--- src/rtl/iec_bus_resolver.sv ---
// IEC bus resolver: synchronises and filters the ATN/CLK/DATA pins and wired-ANDs them with NDEV device pulls.
// Define IEC_ATN_WATCHDOG_EN to build the ATN acknowledge watchdog that drives no_dev.

module iec_pin_filter #(
  parameter int SYNC_STAGES = 2,
  parameter int FILT        = 4
) (
  input  logic clk,
  input  logic reset,
  input  logic pin,
  output logic level
);
  localparam int CW = $clog2(FILT + 1);

  logic [SYNC_STAGES-1:0] sr;
  logic [CW-1:0]          cnt;
  logic                   sync;

  assign sync = sr[SYNC_STAGES-1];

  // Accept on the FILT-th consecutive differing sample, so a clean step lands after SYNC_STAGES+FILT cycles.
  always_ff @(posedge clk) begin
    if (reset) begin
      sr    <= '1;
      cnt   <= '0;
      level <= 1'b1;
    end else begin
      sr <= {sr[SYNC_STAGES-2:0], pin};
      if (sync != level) begin
        if (cnt == CW'(FILT - 1)) begin
          level <= sync;
          cnt   <= '0;
        end else begin
          cnt <= cnt + CW'(1);
        end
      end else begin
        cnt <= '0;
      end
    end
  end
endmodule

module iec_bus_resolver #(
  parameter int NDEV        = 2,
  parameter int SYNC_STAGES = 2,
  parameter int FILT        = 4,
  parameter int ATN_TMO     = 1000
) (
  input  logic            clk,
  input  logic            reset,
  input  logic [NDEV-1:0] dev_atn_o,
  input  logic [NDEV-1:0] dev_clk_o,
  input  logic [NDEV-1:0] dev_data_o,
  input  logic            iec_atn_i,
  input  logic            iec_clk_i,
  input  logic            iec_data_i,
  output logic            iec_atn_o,
  output logic            iec_clk_o,
  output logic            iec_data_o,
  output logic            bus_atn,
  output logic            bus_clk,
  output logic            bus_data,
  output logic            atn_fall,
  output logic            no_dev
);
  // Line order in the packed vectors: [2]=ATN, [1]=CLK, [0]=DATA.
  logic [2:0] pin_raw, dev_and, f, drv_q, bus_q;
  logic       atn_q;

  assign pin_raw = {iec_atn_i, iec_clk_i, iec_data_i};
  assign dev_and = {&dev_atn_o, &dev_clk_o, &dev_data_o};

  for (genvar g = 0; g < 3; g++) begin : g_line
    iec_pin_filter #(.SYNC_STAGES(SYNC_STAGES), .FILT(FILT)) u_filt (
      .clk   (clk),
      .reset (reset),
      .pin   (pin_raw[g]),
      .level (f[g])
    );
  end

  always_ff @(posedge clk) begin
    if (reset) begin
      drv_q    <= 3'b111;
      bus_q    <= 3'b111;
      atn_q    <= 1'b1;
      atn_fall <= 1'b0;
    end else begin
      drv_q    <= dev_and;
      bus_q    <= f & dev_and;
      atn_q    <= bus_q[2];
      atn_fall <= atn_q & ~bus_q[2];
    end
  end

  assign {iec_atn_o, iec_clk_o, iec_data_o} = drv_q;
  assign {bus_atn, bus_clk, bus_data}       = bus_q;

`ifdef IEC_ATN_WATCHDOG_EN
  localparam int CW = $clog2(ATN_TMO + 1);
  localparam logic [1:0] S_IDLE    = 2'd0;
  localparam logic [1:0] S_WAIT    = 2'd1;
  localparam logic [1:0] S_ACKED   = 2'd2;
  localparam logic [1:0] S_EXPIRED = 2'd3;

  logic [1:0]    state;
  logic [CW-1:0] tmo;
  logic          fall_cond;
  logic          no_dev_q;

  // Same condition that sets atn_fall next edge; loading here keeps no_dev exactly ATN_TMO cycles after atn_fall.
  assign fall_cond = atn_q & ~bus_q[2];

  always_ff @(posedge clk) begin
    if (reset) begin
      state    <= S_IDLE;
      tmo      <= '0;
      no_dev_q <= 1'b0;
    end else begin
      no_dev_q <= 1'b0;
      case (state)
        S_IDLE: if (fall_cond) begin
          tmo   <= CW'(ATN_TMO - 1);
          state <= S_WAIT;
        end
        S_WAIT: begin
          if (tmo != '0) tmo <= tmo - CW'(1);
          if (bus_q[2])        state <= S_IDLE;
          else if (!bus_q[0])  state <= S_ACKED;
          else if (tmo == '0) begin
            no_dev_q <= 1'b1;
            state    <= S_EXPIRED;
          end
        end
        S_ACKED, S_EXPIRED: if (bus_q[2]) state <= S_IDLE;
        default: state <= S_IDLE;
      endcase
    end
  end

  assign no_dev = no_dev_q;
`else
  assign no_dev = 1'b0;
`endif
endmodule

--- config.mk ---
export PLATFORM = sky130hd
export DESIGN_NAME = iec_bus_resolver
export DESIGN_NICKNAME = d
export VERILOG_FILES = /design/src/rtl/iec_bus_resolver.sv
export SDC_FILE = /design/constraint.sdc
export NUM_CORES = 1
export LEC_CHECK = 0
export ABC_AREA = 1
export CORE_UTILIZATION = 40
export CTS_CLUSTER_DIAMETER = 120
export DETAILED_ROUTE_END_ITERATION = 12
export MAX_ROUTING_LAYER = met4
export PLACE_DENSITY_LB_ADDON = 0.25
export SYNTH_ARGS = -nofsm -noshare
export SYNTH_HDL_FRONTEND = slang
export SYNTH_SLANG_ARGS = --single-unit
--- constraint.sdc ---
create_clock -name clk -period 2.6 [get_ports clk]
set_input_delay 0.26 -clock clk [delete_from_list [all_inputs] [get_ports clk]]
set_output_delay 0.26 -clock clk [all_outputs]
set_load 0.01 [all_outputs]
Yosys cells after proc, flatten, opt, wreduce, memory -nomap -nowiden
Cells that the tools add are included.
{"block": "word_totals", "regBits": 26, "in_bits": 11, "output_inout_bits": 8}
{"block": "classes", "n_reduce_logical": 9, "bitwise_logic": 6, "add_sub_neg": 3, "eq_ne": 6}
{"cell": "$reduce_and A2 Y1", "n": 6}
{"cell": "$add A3 B1 Y3 const B", "n": 3}
{"cell": "$eq A3 B2 Y1 const B", "n": 3}
{"cell": "$reduce_or A3 Y1", "n": 3}
{"cell": "$not A1 Y1", "n": 4}
{"cell": "$and A3 B3 Y3", "n": 1}
{"cell": "$ne A1 B1 Y1", "n": 3}
{"cell": "$and A1 B1 Y1", "n": 1}

Depth between registers and ports, before layout
{"block": "logic_depth", "depth_word": 3, "mapped_depth": 5, "depth_no_buf": 5}

Modules after synthesis
Synthesis repeated with hierarchy kept, for this count alone.
{"block": "hier_totals", "cells_unflattened": 96, "area_unflattened_um2": 892.1}
{"mod": "iec_pin_filter", "seq_area_each_um2": 120.1, "area_per_inst_um2": 217.7, "cells_each": 23, "instances": 3}
{"mod": "iec_bus_resolver", "seq_area_each_um2": 160.2, "area_per_inst_um2": 239.0, "cells_each": 27, "instances": 1}

Least setup slack after synthesis
Ideal clock, no wire load.
{"block": "synth_timing", "kind": "register to register", "start": "register g_line[0].u_filt.cnt[0]", "end": "register g_line[0].u_filt.cnt[0]", "period_less_slack_ps": 1009, "n_path_buf": 0, "arrival_time_ps": 944, "setup_slack_ps": 1591, "stages_incl_launch_ff": 6, "t_required_ps": 2535, "path_cell_list": "dfxtp_1 -> ha_1 -> ha_1 -> nor2_1 -> nand3_1 -> nor2_1"}
{"block": "synth_via", "elab_chain_len": 2, "word_cells_on_any_way": 3, "cone_classes": "1 x add/sub; 1 x eq/ne; 1 x reduce/logical"}
{"element": "start: declaration", "line": "16", "rtl": "logic [CW-1:0] cnt;"}
{"element": "start signal: assignment", "line": "34", "rtl": "cnt <= cnt + CW'(1);"}
{"element": "branches (longest 2 deep; another with $add A3 B1 Y3)"}
Parallel ways; which one is timed is not known.
A chain may end at the register's enable or synchronous reset.

Worst setup path in the final report
{"block": "layout_timing", "start": "register drv_q[1]", "end": "output iec_clk_o"}
{"element": "start: declaration", "line": "67", "rtl": "logic [2:0] pin_raw, dev_and, f, drv_q, bus_q;"}
{"element": "start signal: assignment", "line": "89", "rtl": "drv_q <= dev_and;"}
{"element": "end: declaration", "line": "58", "rtl": "output logic iec_clk_o,"}
No word-level cell between the ends.

==> PnR_summary.wiki <==
{| class="wikitable"
! Metric !! Value
|-
| Result of the run || finished clean
|-
| Net count, final || 130
|-
| Worst clock skew || 0.003041 ns
|-
| Logic depth of the worst register-to-register path || 5
|-
| Setup slack of the most critical reg-to-reg path || 1.47 ns
|-
| Area contributors post-synth || sky130_fd_sc_hd__dfxtp_1, sky130_fd_sc_hd__ha_1, sky130_fd_sc_hd__inv_1, sky130_fd_sc_hd__nor2_1, sky130_fd_sc_hd__nand2_1
|-
| H-tree level count || 1
|-
| Final Routed Wirelength || 1.103 mm
|-
| Initial Util || 43.38%
|-
| Count of routing violations after the opening detailed-route iteration || 2
|-
| Most numerous cell in the Yosys netlist || sky130_fd_sc_hd__dfxtp_1
|-
| Area after detailed placement || 1054 um^2
|-
| Final count of negative-setup-slack endpoints || 0
|-
| Most used flip-flop cell after synthesis || sky130_fd_sc_hd__dfxtp_1
|-
| Fin. max-slew vios || 0
|-
| Asr flop ratio synth || 0%
|-
| Total negative slack for setup checks || 0 ns
|-
| Unrepaired setup endpoints after global routing || no
|-
| Area delta synth->final || 23.92%
|-
| Ordered list of cells on the worst path || clkdlybuf4s50_1
|-
| Remaining routing DRC violations || 0
|-
| Final worst slack || 1.159 ns
|-
| Total global-route track usage || 11.40%
|-
| Share of layout cells above drive strength 1 || 3.604%
|-
| Biggest cell delay along the critical path || 0.54 ns
|-
| Wire length of the first global-routing pass || 2.028 mm
|-
| Hold-fix buffer count after cts || 0
|-
| Worst path slowest cell || sky130_fd_sc_hd__clkdlybuf4s50_1
|-
| Chip width || 48.59 um
|-
| Antenna-violating nets left || 0
|-
| Die boundary height || 48.59 um
|-
| Dominant delay contributor by cell family on the critical path || buffers and inverters
|-
| Root buffer cell || sky130_fd_sc_hd__clkbuf_4
|-
| Routability cong. || 0.7561
|-
| Largest net degree at the start of global routing || 15
|-
| Largest voltage drop on the vdd net || 0.3194 mV
|-
| Mean instance size in the synthesized netlist || 9.337 um^2
|-
| Post-cts resize count || 0
|-
| Yosys warns || 0
|-
| Average via count per standard cell || 4.217
|-
| Distinct cells, synth || 13
|-
| Crit. End Element || output pin
|-
| Worst Path Arrival || 1.18 ns
|-
| Area of the mapped netlist || 868.3 um^2
|-
| Number of top-level pins || 19
|-
| Power density over the cells || 578.8 nW/um^2
|-
| Nets in the synthesized netlist || 110
|-
| WL/cell || 7.993 um
|-
| Clock latency on the worst-skew pair || 0.30 ns
|-
| End of the worst hold path || g_line[0].u_filt.sr[1]
|-
| Final Hold Viols || 0
|-
| Maximum number of buffers from clock root to sink || 2
|-
| Final min period || 1.441 ns
|-
| CP required || 2.34 ns
|-
| Vias in the first global route || 497
|-
| Worst path depth || 1
|-
| Type of the tightest min-delay check || flip-flop to flip-flop
|-
| CP Max Fanout || 1
|-
| Buffers inserted during post-CTS setup optimization || 0
|-
| Fmax || 693.7 MHz
|-
| Synthesized netlist cell count || 93
|-
| Sequential area share after synthesis || 59.94%
|-
| Period Utilization, post-route || 55.44%
|-
| Number of antenna diodes || 0
|-
| TritonCTS clock tree || yes
|-
| Number of synthesized flops with an enable pin || 0
|-
| Share of the synthesized area in the top cell type || 59.94%
|-
| CP Class || flip-flop to output pin
|-
| Input/output buffers || 17
|-
| Sum of net half-perimeters after detailed placement || 870.8 um
|-
| Vias || 582
|-
| Worst slack at placement || 1.195 ns
|-
| Core Region || 2002 um^2
|-
| Clock-pin slew of the registers on the worst-case setup and hold paths || 0.12 ns
|-
| RR Endpoint || g_line[1].u_filt.cnt[2]
|-
| Fin util || 53.75%
|-
| Sink count of the clock tree || 26
|-
| Post-route standard cell area excluding fillers || 1076 um^2
|-
| Die area || 2361 um^2
|-
| Number of clock buffers inserted by TritonCTS || 3
|-
| Most numerous cell types in the synthesized netlist || sky130_fd_sc_hd__dfxtp_1, sky130_fd_sc_hd__inv_1, sky130_fd_sc_hd__nor2_1
|-
| Number of max-cap violations || 0
|-
| Reg2Reg Launch Point || g_line[1].u_filt.cnt[0]
|-
| Cell type contributing the most total cell area after synthesis || sky130_fd_sc_hd__dfxtp_1
|-
| TritonRoute pass-1 iters || 4
|-
| Flop and latch count out of synthesis || 26
|-
| Critical Path Start Type || flip-flop
|-
| Cell row count || 16
|-
| Number of cells on the worst hold path || 1
|-
| Antenna violations before repair || 0
|-
| Global route overflow || 0
|-
| Startpoint of the tightest hold check path || g_line[0].u_filt.sr[0]
|-
| Worst path bufs/invs || 1
|-
| Cell leakage power || 0.0005100 uW
|-
| Crit path from || drv_q[1]
|}
==> per-layer routing <==
metal  up-vias  part of all wire [%]  track usage (%)
met4         0                   2.4            5.882
met1       242                    50            13.98
met3         4                   6.1            3.145
met2        19                    42            17.14
met5         -                     0                -
li1        317                     -                -
==> flip-flops by register name, indices dropped and copies added, names as in the netlist <==
name and count:
bus_q 3, g_line.u_filt.level 3, g_line.u_filt.cnt 9, g_line.u_filt.sr 6
atn_fall 1, atn_q 1, drv_q 3
==> worst max-delay path by stage <==
stage                              end  slack, ns
2_1_floorplan  g_line[0].u_filt.cnt[0]       1.59
3_3_place_gp   g_line[2].u_filt.cnt[0]       1.22
3_5_place_dp   g_line[2].u_filt.cnt[0]       1.19
4_1_cts                      iec_clk_o       1.15
5_1_grt                      iec_clk_o       1.09
6_report                     iec_clk_o       1.16
==> placed cells by master (no fill, tap or decap) <==
cell,Yosys,final
sky130_fd_sc_hd__clkbuf_4,0,3
sky130_fd_sc_hd__nand3_1,3,3
sky130_fd_sc_hd__o21ai_0,6,6
sky130_fd_sc_hd__inv_2,1,1
sky130_fd_sc_hd__nand2_1,12,12
sky130_fd_sc_hd__inv_1,13,13
sky130_fd_sc_hd__nor2_1,13,13
sky130_fd_sc_hd__conb_1,1,1
sky130_fd_sc_hd__a21oi_1,3,3
sky130_fd_sc_hd__or2_1,7,7
sky130_fd_sc_hd__dfxtp_1,26,26
sky130_fd_sc_hd__clkdlybuf4s50_1,0,17
sky130_fd_sc_hd__ha_1,6,6
==> report_power, final <==
part / switching, uW / total, uW / internal, uW
clock network: 102 / 156 / 54.1
registers: 4.43 / 416 / 412
logic: 19.0 / 50.2 / 31.3
==> stage by stage <==
step	cells	hold slack (ns)	total power [uW]
finish	138	0.4136	622.9
global route	138	0.4412	659.9
floorplan	93	0.3571	446.7
detailed placement	135	0.3908	476.2
global placement	135	0.3860	474.5
CTS	138	0.4181	628.6
==> layout make-up <==
cell class,count,area [um^2]
tap,27,33.78
clock buffer,3,22.52
sequential,26,520.5
inverter,14,52.55
timing repair buffer,17,170.2
fill,186,925.9
multi-input combinational,51,276.5
==> cell families after synthesis <==
group	count (synthesis)	synth area share, %
other	1	0.4319
buffers and inverters	16	8.213
flip-flops	26	59.94
adder cells (fa/ha/maj)	6	8.645
AND/OR/NAND/NOR	35	17.58
AO/OA/AOI/OAI	9	5.187
Note: power is estimated with default switching activity, not from simulation.
